===== src/rtl/mem_access_unit_if.sv =====
// rtl/mem_access_unit_if.sv - request, store/load stream and data memory signals of mem_access_unit

interface mem_access_unit_if;
  // request channel
  logic        reqValid;
  logic        reqReady;
  logic        reqStore;
  logic [4:0]  reqSlot;
  logic [1:0]  reqLen;
  // store beat channel
  logic [31:0] wrData;
  logic        wrValid;
  logic        wrReady;
  // load return stream
  logic [31:0] rdData;
  logic        rdValid;
  logic        rdLast;
  // completion
  logic        done;
  logic        error;
  // data memory port
  logic        memWriteEnable;
  logic [31:0] memAddress;
  logic [31:0] memDataOut;
  logic [31:0] memDataIn;

  // sequencer side
  modport slave (
    input  reqValid, reqStore, reqSlot, reqLen, wrData, wrValid, memDataIn,
    output reqReady, wrReady, rdData, rdValid, rdLast, done, error,
           memWriteEnable, memAddress, memDataOut
  );

  // datapath and memory side
  modport master (
    output reqValid, reqStore, reqSlot, reqLen, wrData, wrValid, memDataIn,
    input  reqReady, wrReady, rdData, rdValid, rdLast, done, error,
           memWriteEnable, memAddress, memDataOut
  );
endinterface


===== src/rtl/mem_access_unit.sv =====
// rtl/mem_access_unit.sv - slot-addressed single/burst load/store sequencer for the data memory

module mem_access_unit #(
  parameter int SLOTS     = 17,
  parameter int MAX_BURST = 4
) (
  input  logic             clk,
  input  logic             reset,
  mem_access_unit_if.slave bus
);

  localparam int         CNT_W      = $clog2(MAX_BURST);
  localparam logic [5:0] SLOT_LIMIT = 6'(SLOTS);

  typedef enum logic [2:0] {
    IDLE,
    ERR,
    WRITE,
    READ,
    DRAIN,
    RESP
  } state_t;

  state_t           state;
  logic [5:0]       slot_q;    // slot of the next beat to issue
  logic [CNT_W-1:0] cnt_q;     // beats still to issue after the current one
  logic             s1_valid;  // address registered on the previous edge
  logic             s1_last;
  logic             s2_valid;  // memory has registered the read word
  logic             s2_last;

  logic [5:0]       req_end;
  logic             accept;
  logic             beat;

  // Logical slot to physical word address; slots 0..4 are 4 apart, 5 onwards
  // start at 0x12 and continue 4 apart.
  function automatic logic [31:0] slot_addr(input logic [5:0] slot);
    case (slot)
      6'd0:    slot_addr = 32'h00;
      6'd1:    slot_addr = 32'h04;
      6'd2:    slot_addr = 32'h08;
      6'd3:    slot_addr = 32'h0C;
      6'd4:    slot_addr = 32'h10;
      6'd5:    slot_addr = 32'h12;
      6'd6:    slot_addr = 32'h16;
      6'd7:    slot_addr = 32'h1A;
      6'd8:    slot_addr = 32'h1E;
      6'd9:    slot_addr = 32'h22;
      6'd10:   slot_addr = 32'h26;
      6'd11:   slot_addr = 32'h2A;
      6'd12:   slot_addr = 32'h2E;
      6'd13:   slot_addr = 32'h32;
      6'd14:   slot_addr = 32'h36;
      6'd15:   slot_addr = 32'h3A;
      6'd16:   slot_addr = 32'h3E;
      default: slot_addr = 32'h00;
    endcase
  endfunction

  // Request legality (last slot touched) and the two handshakes.
  always_comb begin
    req_end = {1'b0, bus.reqSlot} + 6'(bus.reqLen);
    accept  = bus.reqValid && bus.reqReady;
    beat    = (state == WRITE) && bus.wrValid && bus.wrReady;
  end

  // Sequencer FSM with registered outputs plus the two-stage read return pipe.
  always_ff @(posedge clk) begin
    if (reset) begin
      state              <= IDLE;
      slot_q             <= 6'd0;
      cnt_q              <= '0;
      s1_valid           <= 1'b0;
      s1_last            <= 1'b0;
      s2_valid           <= 1'b0;
      s2_last            <= 1'b0;
      bus.reqReady       <= 1'b0;
      bus.wrReady        <= 1'b0;
      bus.rdData         <= 32'h0;
      bus.rdValid        <= 1'b0;
      bus.rdLast         <= 1'b0;
      bus.done           <= 1'b0;
      bus.error          <= 1'b0;
      bus.memWriteEnable <= 1'b1;
      bus.memAddress     <= 32'h0;
      bus.memDataOut     <= 32'h0;
    end else begin
      // pulses and the strobe default to inactive every cycle
      bus.reqReady       <= 1'b0;
      bus.done           <= 1'b0;
      bus.error          <= 1'b0;
      bus.memWriteEnable <= 1'b1;
      s1_valid           <= 1'b0;

      // read data comes back two edges after its address was registered
      s2_valid    <= s1_valid;
      s2_last     <= s1_last;
      bus.rdValid <= s2_valid;
      bus.rdLast  <= s2_valid && s2_last;
      if (s2_valid) begin
        bus.rdData <= bus.memDataIn;
      end

      case (state)
        IDLE: begin
          // ready is dropped on the accepting edge so only one request is taken
          bus.reqReady <= !accept;
          if (accept) begin
            cnt_q <= CNT_W'(bus.reqLen);
            if (req_end >= SLOT_LIMIT) begin
              slot_q <= {1'b0, bus.reqSlot};
              state  <= ERR;
            end else if (bus.reqStore) begin
              slot_q      <= {1'b0, bus.reqSlot};
              bus.wrReady <= 1'b1;
              state       <= WRITE;
            end else begin
              // beat 0 address goes out on the accepting edge itself
              bus.memAddress <= slot_addr({1'b0, bus.reqSlot});
              s1_valid       <= 1'b1;
              s1_last        <= (bus.reqLen == 2'd0);
              slot_q         <= {1'b0, bus.reqSlot} + 6'd1;
              state          <= (bus.reqLen == 2'd0) ? DRAIN : READ;
            end
          end
        end

        ERR: begin
          bus.done  <= 1'b1;
          bus.error <= 1'b1;
          state     <= IDLE;
        end

        WRITE: begin
          if (beat) begin
            bus.memAddress     <= slot_addr(slot_q);
            bus.memDataOut     <= bus.wrData;
            bus.memWriteEnable <= 1'b0;
            slot_q             <= slot_q + 6'd1;
            if (cnt_q == '0) begin
              bus.wrReady <= 1'b0;
              state       <= RESP;
            end else begin
              cnt_q <= cnt_q - CNT_W'(1);
            end
          end
        end

        READ: begin
          bus.memAddress <= slot_addr(slot_q);
          s1_valid       <= 1'b1;
          s1_last        <= (cnt_q == CNT_W'(1));
          slot_q         <= slot_q + 6'd1;
          cnt_q          <= cnt_q - CNT_W'(1);
          if (cnt_q == CNT_W'(1)) begin
            state <= DRAIN;
          end
        end

        DRAIN: begin
          // done coincides with the final rdValid
          if (s2_valid && s2_last) begin
            bus.done <= 1'b1;
            state    <= IDLE;
          end
        end

        RESP: begin
          bus.done <= 1'b1;
          state    <= IDLE;
        end

        default: begin
          state <= IDLE;
        end
      endcase
    end
  end

endmodule

===== src/flat_wrapper.sv =====
// flat-port wrapper written by rule: the top's interface ports become plain ports
module mem_access_unit_flat 
#(
  parameter int SLOTS     = 17,
  parameter int MAX_BURST = 4
)
  (clk, reset, bus_reqValid, bus_reqStore, bus_reqSlot, bus_reqLen, bus_wrData, bus_wrValid, bus_memDataIn, bus_reqReady, bus_wrReady, bus_rdData, bus_rdValid, bus_rdLast, bus_done, bus_error, bus_memWriteEnable, bus_memAddress, bus_memDataOut);
  mem_access_unit_if bus_i ();
  input  logic clk;
  input  logic reset;
  input wire logic [$bits(bus_i.reqValid)-1:0] bus_reqValid;
  input wire logic [$bits(bus_i.reqStore)-1:0] bus_reqStore;
  input wire logic [$bits(bus_i.reqSlot)-1:0] bus_reqSlot;
  input wire logic [$bits(bus_i.reqLen)-1:0] bus_reqLen;
  input wire logic [$bits(bus_i.wrData)-1:0] bus_wrData;
  input wire logic [$bits(bus_i.wrValid)-1:0] bus_wrValid;
  input wire logic [$bits(bus_i.memDataIn)-1:0] bus_memDataIn;
  output wire logic [$bits(bus_i.reqReady)-1:0] bus_reqReady;
  output wire logic [$bits(bus_i.wrReady)-1:0] bus_wrReady;
  output wire logic [$bits(bus_i.rdData)-1:0] bus_rdData;
  output wire logic [$bits(bus_i.rdValid)-1:0] bus_rdValid;
  output wire logic [$bits(bus_i.rdLast)-1:0] bus_rdLast;
  output wire logic [$bits(bus_i.done)-1:0] bus_done;
  output wire logic [$bits(bus_i.error)-1:0] bus_error;
  output wire logic [$bits(bus_i.memWriteEnable)-1:0] bus_memWriteEnable;
  output wire logic [$bits(bus_i.memAddress)-1:0] bus_memAddress;
  output wire logic [$bits(bus_i.memDataOut)-1:0] bus_memDataOut;
  assign bus_i.reqValid = bus_reqValid;
  assign bus_i.reqStore = bus_reqStore;
  assign bus_i.reqSlot = bus_reqSlot;
  assign bus_i.reqLen = bus_reqLen;
  assign bus_i.wrData = bus_wrData;
  assign bus_i.wrValid = bus_wrValid;
  assign bus_i.memDataIn = bus_memDataIn;
  assign bus_reqReady = bus_i.reqReady;
  assign bus_wrReady = bus_i.wrReady;
  assign bus_rdData = bus_i.rdData;
  assign bus_rdValid = bus_i.rdValid;
  assign bus_rdLast = bus_i.rdLast;
  assign bus_done = bus_i.done;
  assign bus_error = bus_i.error;
  assign bus_memWriteEnable = bus_i.memWriteEnable;
  assign bus_memAddress = bus_i.memAddress;
  assign bus_memDataOut = bus_i.memDataOut;
  mem_access_unit #(.SLOTS(SLOTS), .MAX_BURST(MAX_BURST)) u_core (.clk(clk), .reset(reset), .bus(bus_i));
endmodule

===== config.mk =====
export PLATFORM = sky130hd
export DESIGN_NAME = mem_access_unit_flat
export DESIGN_NICKNAME = d
export VERILOG_FILES = /design/src/rtl/mem_access_unit_if.sv /design/src/rtl/mem_access_unit.sv /design/src/flat_wrapper.sv
export SDC_FILE = /design/constraint.sdc
export NUM_CORES = 1
export LEC_CHECK = 0
export ABC_AREA = 1
export BUFFER_PORTS_ARGS = -buffer_cell sky130_fd_sc_hd__buf_2
export CAP_MARGIN = 10
export CORE_ASPECT_RATIO = 1.2
export CORE_MARGIN = 2
export CORE_UTILIZATION = 49
export DETAILED_ROUTE_END_ITERATION = 6
export PLACE_DENSITY = 0.81
export SYNTH_ARGS = -nofsm -noshare
export SYNTH_HDL_FRONTEND = slang
export SYNTH_SLANG_ARGS = --single-unit

===== constraint.sdc =====
create_clock -name clk -period 3.7 [get_ports clk]
set_input_delay 0.37 -clock clk [delete_from_list [all_inputs] [get_ports clk]]
set_output_delay 0.37 -clock clk [all_outputs]
set_load 0.005 [all_outputs]

==> impl_metrics.tcl <==
set metrics [dict create \
    regToRegStartpoint "u_core.state[1]" \
    path_clk_slew_ns 0.11 \
    nNetsFinal 842 \
    skew_ns 0.0111 \
    htreeDepth 3 \
    max_freq_ghz 0.345 \
    antenna_found_initial 0 \
    synth_top_cell_by_area "dfxtp_1" \
    portBuffers 151 \
    initial_core_util_pct 50.1 \
    place_ws_ns 0.550 \
    ys_async_sr_fraction_pct 0 \
    dp_hpwl_um 8300 \
    synthTopCellsByArea "dfxtp_1 (43%), nor2_1 (13%), o21ai_0 (10%)" \
    period_minus_slack_ns 2.89 \
    rows 38 \
    finalCritPeriodShare_pct 78.2 \
    crit_arrival_ns 3.20 \
    finalSetupTns_ns 0 \
    routedWlPerCell_um 12.6 \
    relSlewSlack_pct 33.2 \
    p_per_area_nw_per_um2 595 \
    via_per_inst 4.96 \
    synth.top_cell.area_share_pct 42.7 \
    ys_types 39 \
    crit_fanout 35 \
    crit_path_start_kind "flop" \
    synthMostInstantiatedCell "nor2_1" \
    synth_seq_cells 96 \
    worstHoldStart "bus_memDataIn[3]" \
    synth_ff_type "dfxtp_1" \
    wl_um 11100 \
    maxSlewViolCount 0 \
    max_cap_violations 0 \
    vias 4338 \
    hold_viol 0 \
    syn_avg_cell_area_um2 7.33 \
    p_sw_share_pct 41.2 \
    die_w_um 91.5 \
    worstMarginPinSlew_ns 1.00 \
    p_clk_share_pct 20.3 \
    synth_seq_area_share_pct 42.7 \
    clk_latency_ns 0.36 \
    die_h_um 109 \
    layout_setup_ws_ns 0.805 \
    setup_viol 0 \
    netlist_area_um2 4500 \
    power_w 0.00321 \
    worstPathRequired_ns 4.01 \
    drc_errors 0 \
    syn_to_final_growth_pct 19.7 \
    cts_tree "done" \
    power_switching_w 0.00132 \
    grt_setup_unrepaired "false" \
    cts.sinks 96 \
    cts_buffers 9 \
    p_comb_share_pct 39.5 \
    synthTopCellsByCount "nor2_1 (155), dfxtp_1 (96), o21ai_0 (90)" \
    place_inst 859 \
    grt_overflow 0 \
    crit_path_start "u_core.state[1]" \
    instances_no_fill 875 \
    drtIter0Drc 234 \
    drive_gt1_share_pct 25.8 \
    root_buffer "clkbuf_8" \
    outcome "finished, final reports clean" \
    drtAntennaViolNets 0 \
    grt_pass1_vias 3827 \
    cts_hold_buf 0 \
    nFillCells 833 \
    hold_class "input pin to flop" \
    p_leak_nw 2.78 \
    cts_max_path_buffers 2 \
    grt_pass1_wl_um 17400 \
    p_int_w 0.00189 \
    ir_drop_mv 0.471 \
    yosys_warnings 0 \
    core_area_um2 8990 \
    grt_max_degree 82 \
    die_area_um2 9970 \
    critPathCaptureType "flop" \
    gp_congestion 0.892 \
    diodes 0 \
    cts_resized 0 \
    post_cts_buffers 0 \
    grt.total_usage_pct 21.5 \
    synth_edf_count 0 \
    synthCells 614 \
    criticalPathCategory "flop to flop" \
    seqPwrFrac_pct 40.2 \
    io_pins 179 \
    drtPass1Iterations 5 \
]
## flip-flops by register name, indices dropped and copies added, names as in the netlist, named ones only
| name | cells |
|---|---|
| u_core.bus.memDataOut | 32 |
| u_core.slot_q | 6 |
| u_core.bus.done | 1 |
| u_core.bus.wrReady | 1 |
| u_core.cnt_q | 2 |
| u_core.bus.memWriteEnable | 1 |
| u_core.bus.memAddress | 5 |
| u_core.bus.rdValid | 1 |
| u_core.s1_last | 1 |
| u_core.s2_valid | 1 |
| u_core.s2_last | 1 |
| u_core.bus.rdData | 32 |
| u_core.bus.rdLast | 1 |
| u_core.bus.reqReady | 1 |
| u_core.bus.error | 1 |
| u_core.state | 3 |
| u_core.s1_valid | 1 |
## through the flow
step           hold slack (ns)  area [µm²]  util (%)
6_report                 0.220        5390      60.0
5_1_grt                  0.222        5390      60.0
4_1_cts                  0.209        5390      60.0
3_5_place_dp             0.401        5200      57.9
3_3_place_gp             0.390        5200      57.9
2_1_floorplan            0.388        4600         -
## critical path, stage by stage (launching register included)
cell,delay (ns)
dfxtp_1,0.49
nand2_4,0.21
nor2_8,0.16
nand3_4,0.27
nand2_2,0.15
o211ai_2,0.25
inv_1,0.19
o21ai_0,0.13
a21oi_2,0.20
inv_1,0.11
ha_1,0.20
inv_1,0.07
nand3_1,0.09
nand2_1,0.11
nand2_1,0.05
nand2_1,0.05
nand2_1,0.04
nand2_1,0.05
## layer usage
layer / track usage (%) / vias up / wire length, µm
met3: 2.83 / 20 / 757
met5: 0 / - / 0
met1: 25.9 / 1955 / 4430
met2: 37.4 / 172 / 5550
li1: - / 2191 / -
met4: 11.3 / 0 / 315
## cell families after synthesis
logic type | count (synthesis) | synth area share (%)
flops | 96 | 42.7
xor+xnor | 2 | 0.389
buf+inv | 95 | 10.5
fa+ha+maj | 16 | 4.61
other cells | 1 | 0.0833
simple gates | 269 | 25.1
compound gates | 135 | 16.6
## power groups by stage
stage | Clock, W | Sequential (W) | Combinational [W]
3_5_place_dp | 0 | 0.00131 | 0.00127
2_1_floorplan | 0 | 0.00130 | 0.000966
6_report | 0.000651 | 0.00129 | 0.00127
3_3_place_gp | 0 | 0.00130 | 0.00123
4_1_cts | 0.000670 | 0.00129 | 0.00127
5_1_grt | 0.000702 | 0.00131 | 0.00144
## final timing paths
path	end	slack (ns)	cells after the start
setup / recovery	flop	0.81	17
hold / removal	u_core.bus.rdData[3]	0.22	3
setup reg to reg	flop	0.81	17
hold reg to reg	u_core.s2_valid	0.42	2
## cell usage in the layout, fill, tap and decap left out, types with 2 or more instances in the layout
cell type,instances
nor3_1,2
conb_1,27
o21ai_0,90
xor2_1,2
inv_2,6
a211oi_1,3
o21ai_1,6
ha_1,15
nor2_1,155
nand2_2,4
clkinvlp_4,2
inv_6,2
clkbuf_8,9
a31oi_1,3
a21oi_2,2
buf_4,2
a22oi_1,3
a21oi_1,22
buf_2,151
nand2_4,3
nand3_1,16
inv_1,34
nand4_1,2
dfxtp_1,96
nand2_1,78
or2_2,4
## cell type report
type | instances | area, µm² | share of cell area, %
clock buffer | 9 | 124 | 2.30
multi-input combinational | 449 | 2200 | 40.9
sequential | 96 | 1920 | 35.7
tap | 120 | 150 | 2.79
inverter | 41 | 154 | 2.86
timing repair buffer | 153 | 771 | 14.3
clock inverter | 7 | 65.1 | 1.21
Power figures use the tool's default switching activity.
